===== src/rtl/wallace_pass_sched.sv =====
// Pass scheduler for the Gaussian sample pool: host load, seeded permuted transform passes, in-flight tracking.
// Optional AUTO_REPASS_EN: passes repeat back to back; otherwise each new pass waits for one host word.
module wallace_pass_sched #(
  parameter int N       = 1024,
  parameter int XB_SIZE = 32,
  parameter int LATENCY = 28,
  localparam int AW     = $clog2(N),
  localparam int QW     = 4 * AW
) (
  input  logic               CLK,
  input  logic               RESET,
  input  logic [31:0]        rand_word,
  input  logic               rand_valid,
  input  logic               pc_msg_valid,
  input  logic [XB_SIZE-1:0] pc_msg,
  output logic               pc_msg_ack,
  output logic               init_wren,
  output logic [AW-1:0]      init_addr,
  output logic [XB_SIZE-1:0] init_data,
  output logic               quad_nd,
  output logic [QW-1:0]      quad_rd_addr,
  input  logic               result_rdy,
  output logic               wb_wren,
  output logic [QW-1:0]      wb_addr,
  output logic               wb_half,
  output logic [1:0]         state,
  output logic               pass_done,
  output logic               error
);
  typedef enum logic [1:0] {ST_INIT = 2'd0, ST_SEED = 2'd1, ST_RUN = 2'd2, ST_DRAIN = 2'd3} state_e;

  state_e               state_q, state_d;
  logic [AW-1:0]        ctr_q, ctr_d, start_q, start_d, stride_q, stride_d, mask_q, mask_d;
  logic [AW-3:0]        k_q, k_d;
  logic                 pc_msg_ack_q, pc_msg_ack_d, init_wren_q, init_wren_d;
  logic [AW-1:0]        init_addr_q, init_addr_d;
  logic [XB_SIZE-1:0]   init_data_q, init_data_d;
  logic                 quad_nd_q, quad_nd_d, quad_half_q, quad_half_d;
  logic [QW-1:0]        quad_addr_q, quad_addr_d;
  logic                 pass_done_q, pass_done_d, error_q, error_d;
  logic [LATENCY-1:0]   dl_v_q, dl_v_d, dl_half_q, dl_half_d;
  logic [QW-1:0]        dl_addr_q [LATENCY];
  logic [QW-1:0]        dl_addr_d [LATENCY];
`ifndef AUTO_REPASS_EN
  logic                 done_q, done_d;
`endif

  logic [AW-1:0]        seed_start, seed_stride, seed_mask, cur_start, cur_stride, cur_mask;
  logic [AW-3:0]        cur_k;
  logic [QW-1:0]        quad_calc;
  logic                 seeding, tail_busy, last_retiring;
  logic                 unused_rand;

  // Seed fields are carved MSB-first: start, stride (LSB forced to 1), mask.
  assign seed_start  = rand_word[31 -: AW];
  assign seed_stride = {rand_word[31-AW -: AW-1], 1'b1};
  assign seed_mask   = rand_word[32-2*AW -: AW];
  assign unused_rand = ^rand_word[32-3*AW:0];

  // Quad 0 is issued straight from the seed word so the first read follows the latch by one cycle.
  assign seeding    = (state_q == ST_SEED);
  assign cur_start  = seeding ? seed_start  : start_q;
  assign cur_stride = seeding ? seed_stride : stride_q;
  assign cur_mask   = seeding ? seed_mask   : mask_q;
  assign cur_k      = seeding ? '0 : k_q;

  always_comb begin
    quad_calc = '0;
    for (int j = 0; j < 4; j++) begin
      quad_calc[j*AW +: AW] = (cur_start + {cur_k, 2'(j)} * cur_stride) ^ cur_mask;
    end
  end

  // Final entry is one step from the head with nothing queued behind it.
  assign tail_busy     = quad_nd_q | (|dl_v_q[LATENCY-3:0]);
  assign last_retiring = !tail_busy && dl_v_q[LATENCY-2];

  always_comb begin
    state_d      = state_q;
    ctr_d        = ctr_q;
    start_d      = start_q;
    stride_d     = stride_q;
    mask_d       = mask_q;
    k_d          = k_q;
    pc_msg_ack_d = 1'b0;
    init_wren_d  = 1'b0;
    init_addr_d  = init_addr_q;
    init_data_d  = init_data_q;
    quad_nd_d    = 1'b0;
    quad_addr_d  = quad_addr_q;
    quad_half_d  = quad_half_q;
    pass_done_d  = 1'b0;
    error_d      = error_q | (result_rdy ^ dl_v_q[LATENCY-1]);
    dl_v_d       = {dl_v_q[LATENCY-2:0], quad_nd_q};
    dl_half_d    = {dl_half_q[LATENCY-2:0], quad_half_q};
    dl_addr_d[0] = quad_addr_q;
    for (int i = 1; i < LATENCY; i++) dl_addr_d[i] = dl_addr_q[i-1];
`ifndef AUTO_REPASS_EN
    done_d       = done_q;
`endif
    case (state_q)
      ST_INIT: begin
        if (pc_msg_valid) begin
          pc_msg_ack_d = 1'b1;
          init_wren_d  = 1'b1;
          init_addr_d  = ctr_q;
          init_data_d  = pc_msg;
          ctr_d        = ctr_q + AW'(1);
          if (ctr_q == AW'(N-1)) state_d = ST_SEED;
        end
      end
      ST_SEED: begin
        if (rand_valid) begin
          start_d     = seed_start;
          stride_d    = seed_stride;
          mask_d      = seed_mask;
          quad_nd_d   = 1'b1;
          quad_addr_d = quad_calc;
          quad_half_d = cur_k[AW-3];
          k_d         = (AW-2)'(1);
          state_d     = ST_RUN;
        end
      end
      ST_RUN: begin
        quad_nd_d   = 1'b1;
        quad_addr_d = quad_calc;
        quad_half_d = cur_k[AW-3];
        k_d         = k_q + (AW-2)'(1);
        if (k_q == '1) state_d = ST_DRAIN;
      end
      ST_DRAIN: begin
`ifdef AUTO_REPASS_EN
        if (last_retiring) begin
          pass_done_d = 1'b1;
          state_d     = ST_SEED;
        end
`else
        if (last_retiring) begin
          pass_done_d = 1'b1;
          done_d      = 1'b1;
        end else if (done_q && pc_msg_valid) begin
          pc_msg_ack_d = 1'b1;
          done_d       = 1'b0;
          state_d      = ST_SEED;
        end
`endif
      end
      default: state_d = ST_INIT;
    endcase
  end

  always_ff @(posedge CLK or posedge RESET) begin
    if (RESET) begin
      state_q      <= ST_INIT;
      ctr_q        <= '0;
      start_q      <= '0;
      stride_q     <= '0;
      mask_q       <= '0;
      k_q          <= '0;
      pc_msg_ack_q <= 1'b0;
      init_wren_q  <= 1'b0;
      init_addr_q  <= '0;
      init_data_q  <= '0;
      quad_nd_q    <= 1'b0;
      quad_addr_q  <= '0;
      quad_half_q  <= 1'b0;
      pass_done_q  <= 1'b0;
      error_q      <= 1'b0;
      dl_v_q       <= '0;
      dl_half_q    <= '0;
      for (int i = 0; i < LATENCY; i++) dl_addr_q[i] <= '0;
`ifndef AUTO_REPASS_EN
      done_q       <= 1'b0;
`endif
    end else begin
      state_q      <= state_d;
      ctr_q        <= ctr_d;
      start_q      <= start_d;
      stride_q     <= stride_d;
      mask_q       <= mask_d;
      k_q          <= k_d;
      pc_msg_ack_q <= pc_msg_ack_d;
      init_wren_q  <= init_wren_d;
      init_addr_q  <= init_addr_d;
      init_data_q  <= init_data_d;
      quad_nd_q    <= quad_nd_d;
      quad_addr_q  <= quad_addr_d;
      quad_half_q  <= quad_half_d;
      pass_done_q  <= pass_done_d;
      error_q      <= error_d;
      dl_v_q       <= dl_v_d;
      dl_half_q    <= dl_half_d;
      for (int i = 0; i < LATENCY; i++) dl_addr_q[i] <= dl_addr_d[i];
`ifndef AUTO_REPASS_EN
      done_q       <= done_d;
`endif
    end
  end

  assign pc_msg_ack   = pc_msg_ack_q;
  assign init_wren    = init_wren_q;
  assign init_addr    = init_addr_q;
  assign init_data    = init_data_q;
  assign quad_nd      = quad_nd_q;
  assign quad_rd_addr = quad_addr_q;
  assign wb_wren      = result_rdy & dl_v_q[LATENCY-1];
  assign wb_addr      = dl_addr_q[LATENCY-1];
  assign wb_half      = dl_half_q[LATENCY-1];
  assign state        = state_q;
  assign pass_done    = pass_done_q;
  assign error        = error_q;
endmodule


===== config.mk =====
export PLATFORM = sky130hd
export DESIGN_NAME = wallace_pass_sched
export DESIGN_NICKNAME = d
export VERILOG_FILES = /design/src/rtl/wallace_pass_sched.sv
export SDC_FILE = /design/constraint.sdc
export NUM_CORES = 2
export LEC_CHECK = 0
export CAP_MARGIN = 30
export CORE_ASPECT_RATIO = 1.4
export CORE_MARGIN = 3
export CORE_UTILIZATION = 25
export CTS_CLUSTER_DIAMETER = 40
export CTS_CLUSTER_SIZE = 40
export DETAILED_ROUTE_END_ITERATION = 7
export GPL_ROUTABILITY_DRIVEN = 0
export PLACE_DENSITY = 0.52
export SYNTH_ARGS = -nofsm -noshare
export SYNTH_HDL_FRONTEND = slang
export SYNTH_SLANG_ARGS = --single-unit
export TNS_END_PERCENT = 30

===== constraint.sdc =====
create_clock -name CLK -period 53.7 [get_ports CLK]
set_input_delay 10.74 -clock CLK [delete_from_list [all_inputs] [get_ports CLK]]
set_output_delay 10.74 -clock CLK [all_outputs]
set_load 0.1 [all_outputs]

==> metrics.txt <==
largest family of logic cells by synthesized area adder cells; routed vias/inst approximately 3.5; PortBufs about 200; Pleak approximately 25 nW; Clock Latency Late Sink approximately 730 ps; Mapped Area between 0.03 and 0.04 mm2; worst r2r src state[1]$_DFFE_PP0P_; drt wl/cell about 13 um; vias in the first global route about 18k; Post-route DRC 0; most frequent cells in the layout 1257 x dfrtp_1, 214 x nand2_1, 193 x clkdlybuf4s50_1; initial antenna violation count 2; hold_sp dl_addr_d[1022]$_DFF_PP0_; Final Hold Vio Count 0; post-synthesis cell count between 2k and 2.5k; row cnt 170; crit path time final around 23000 ps; htree depth 4; Post-Synth Simple-Gate Area between 3 and 4%; R2R cell count 18; final instance area 0.04900 mm2; Slew Limit Headroom between 20% and 30%; area of the core between 0.15 and 0.2 mm2; Sink Count 1257; mean area per synthesized cell about 17 um2; HPWL after DPL 36.89 mm; capture point of the worst reg-to-reg path quad_rd_addr[19]$_DFFE_PP0P_; Die Y around 470 um; CTS Buffer Depth 3; post-CTS setup buffers 0; grt ovf 0; Worst setup EP type output pin; data required time of the worst path 42960 ps; post-cts sizing count 0; run status finished clean; initial DRC count slightly below 900; Adder-Cell Fraction of Synth Area between 7 and 8%; layout cells sized above 1 12.72%; Layout area overhead 25.59%; CTS tree yes; Peak VDD IR 25.12 uV; Worst Tran Pin Value about 1100 ps; CP dominant cell by count clkdlybuf4s50_1; Critical Path Fanout Max 1; Worst Hold End dl_addr_d[982]$_DFF_PP0_; Die ar. approximately 0.16 mm2; Max Cap Viol 0; Post-Synthesis Net Count 2522; hold_buf cts 0; maximum clock frequency about 0.043 GHz; RSZ-0062 raised after global routing false; critical path type in2out; antenna viol nets, final 0; Reg clk slew, reported paths about 80 ps; xor-xnor portion of the synthesized cell area between 2 and 3%; highest cell delay on the worst timing path 1120 ps; Compound-Gate Fraction of Synth Area between 1 and 1.5%; Final Non-Filler Cells approximately 4.8k; Hold Crit Class reg2reg; Total Routing Usage GR under 10%; total power about 2.0 mW; CTS Buf Count 149; placed cell count around 4.5k; Final Skew roughly 54 ps; nets between 2k and 3k; Netlist cell types 48; root buffer cell clkbuf_16; setup ws final just over 30000 ps; worst reg2reg setup slack approximately 48000 ps; mux cell area share after synthesis 1.719%; commonest non-fill, non-tap cell in the layout dfrtp_1; Total Wirelength 59.64 mm; setup TNS 0 ps; Vias 16.90k; Worst path slowest cell clkdlybuf4s50_1; synth warn 0; data arrival time of the critical path ~12000 ps; Pre-antenna DRT Iters 4; dpl ws ~30000 ps; largest net degree at the start of global routing just under 200; WHS Path Cells 0; Seq cells post-synth between 1k and 1.5k; Slew Limit Fails 0; global-route wire length before repair 98.91 mm; sequential element share of the synthesized area between 80% and 90%; crit-path cells clkdlybuf4s50_1 > ha_1 > clkdlybuf4s50_1; I/O pin cnt 200; PD cells 41.11 mW/mm2; Final setup viols 0; Die W roughly 340 um; Tcrit/Tclk final between 40% and 50%; Initial Util 25.30%; Worst setup SP type input port; placed cell area between 0.04 and 0.05 mm2
-- state kept, by name, summed over array words and instances, names as in the netlist, 2 cells and up --
name / count
dl_v_q: 28
start_q: 10
dl_half_q: 28
init_addr: 10
k_q: 8
wb_addr: 38
init_data: 32
dl_addr_d: 1026
state: 2
quad_rd_addr: 38
ctr_q: 10
mask_q: 10
stride_q: 10
-- per-stage QoR --
stage	util, %	hold WS [ps]
after detailed placement	28.20	334.7
after global routing	31.77	300.8
after floorplan	-	331.2
after CTS	31.69	296.4
after global placement	28.06	331.1
final	31.78	295.0
-- layer usage --
metal	wire length (um)	global-route usage (%)	up-vias	part of all wire (%)
met4	2232	3.668	0	3.7
met2	26460	11.54	432	44
li1	-	-	7768	-
met1	26480	9.971	8552	44
met5	0	0	-	0
met3	4471	2.637	152	7.5
-- how the worst max path moves through the flow --
| stage | slack, ps | startpoint | endpoint |
|---|---|---|---|
| floorplan | 7540 | RESET | ctr_q[0]$_DFFE_PP0P_ |
| global placement | 30480 | result_rdy | wb_wren |
| detailed placement | 30490 | result_rdy | wb_wren |
| CTS | 30490 | result_rdy | wb_wren |
| global route | 30460 | result_rdy | wb_wren |
| finish | 30500 | result_rdy | wb_wren |
-- worst max-delay path, delay by kind of cell --
family     cells  cell delay [ps]
buf+inv        2             1580
fa+ha+maj      1              140
-- cell type report --
cell class              count  area [um2]
flip-flops and latches   1257       31460
well taps                2064        2582
multi-input cells         780        6505
clock buffers             173        3971
repair buffers            226        2465
inverters                 164       623.1
clock inverters            96        1398
diodes                      2       5.005
fillers                 14900      105200
-- cells in the mapped netlist, drive strengths merged --
cell type  instances  share of area, %
a31oi              1             0.016
buf               55              0.98
clkbuf            18              0.18
o2111ai            1             0.022
nand2b             5             0.080
and2              13              0.21
nand4              7              0.11
o21bai             4             0.077
a211oi             1             0.019
fa                72               3.7
a22o               1             0.022
and4b              1             0.026
and3               2             0.032
o31ai              1             0.019
o21ai             43              0.55
a32oi              1             0.022
a21o              13              0.25
xnor3              4              0.23
or3                5             0.080
nor3               9              0.12
ha               107               3.4
nor2b             10              0.16
mux2              40               1.2
dfrtp           1257                81
nor4b              1             0.022
nand2            215               2.1
mux2i             22              0.56
nor4               8              0.14
xor3               1             0.061
or2                4             0.064
nand3             12              0.15
xnor2             78               1.8
inv              164               1.6
xor2              29              0.65
nor2              35              0.34
a21oi             29              0.37
o41ai              3             0.067
o221ai             1             0.022
nor3b              1             0.019
-- logic make-up after synthesis --
logic type / Yosys count
flip-flops: 1257
AND/OR/NAND/NOR: 328
AO/OA/AOI/OAI: 99
XOR/XNOR: 112
buffers and inverters: 237
multiplexers: 62
adder cells (fa/ha/maj): 179
-- where the power goes --
part / internal, mW / switching (mW)
clock: 0.628 / 0.414
combinational: 0.00566 / 0.0192
sequential: 0.947 / 0.00000000000000000121
total: 1.58 / 0.434
Note: power is estimated with default switching activity, not from simulation.
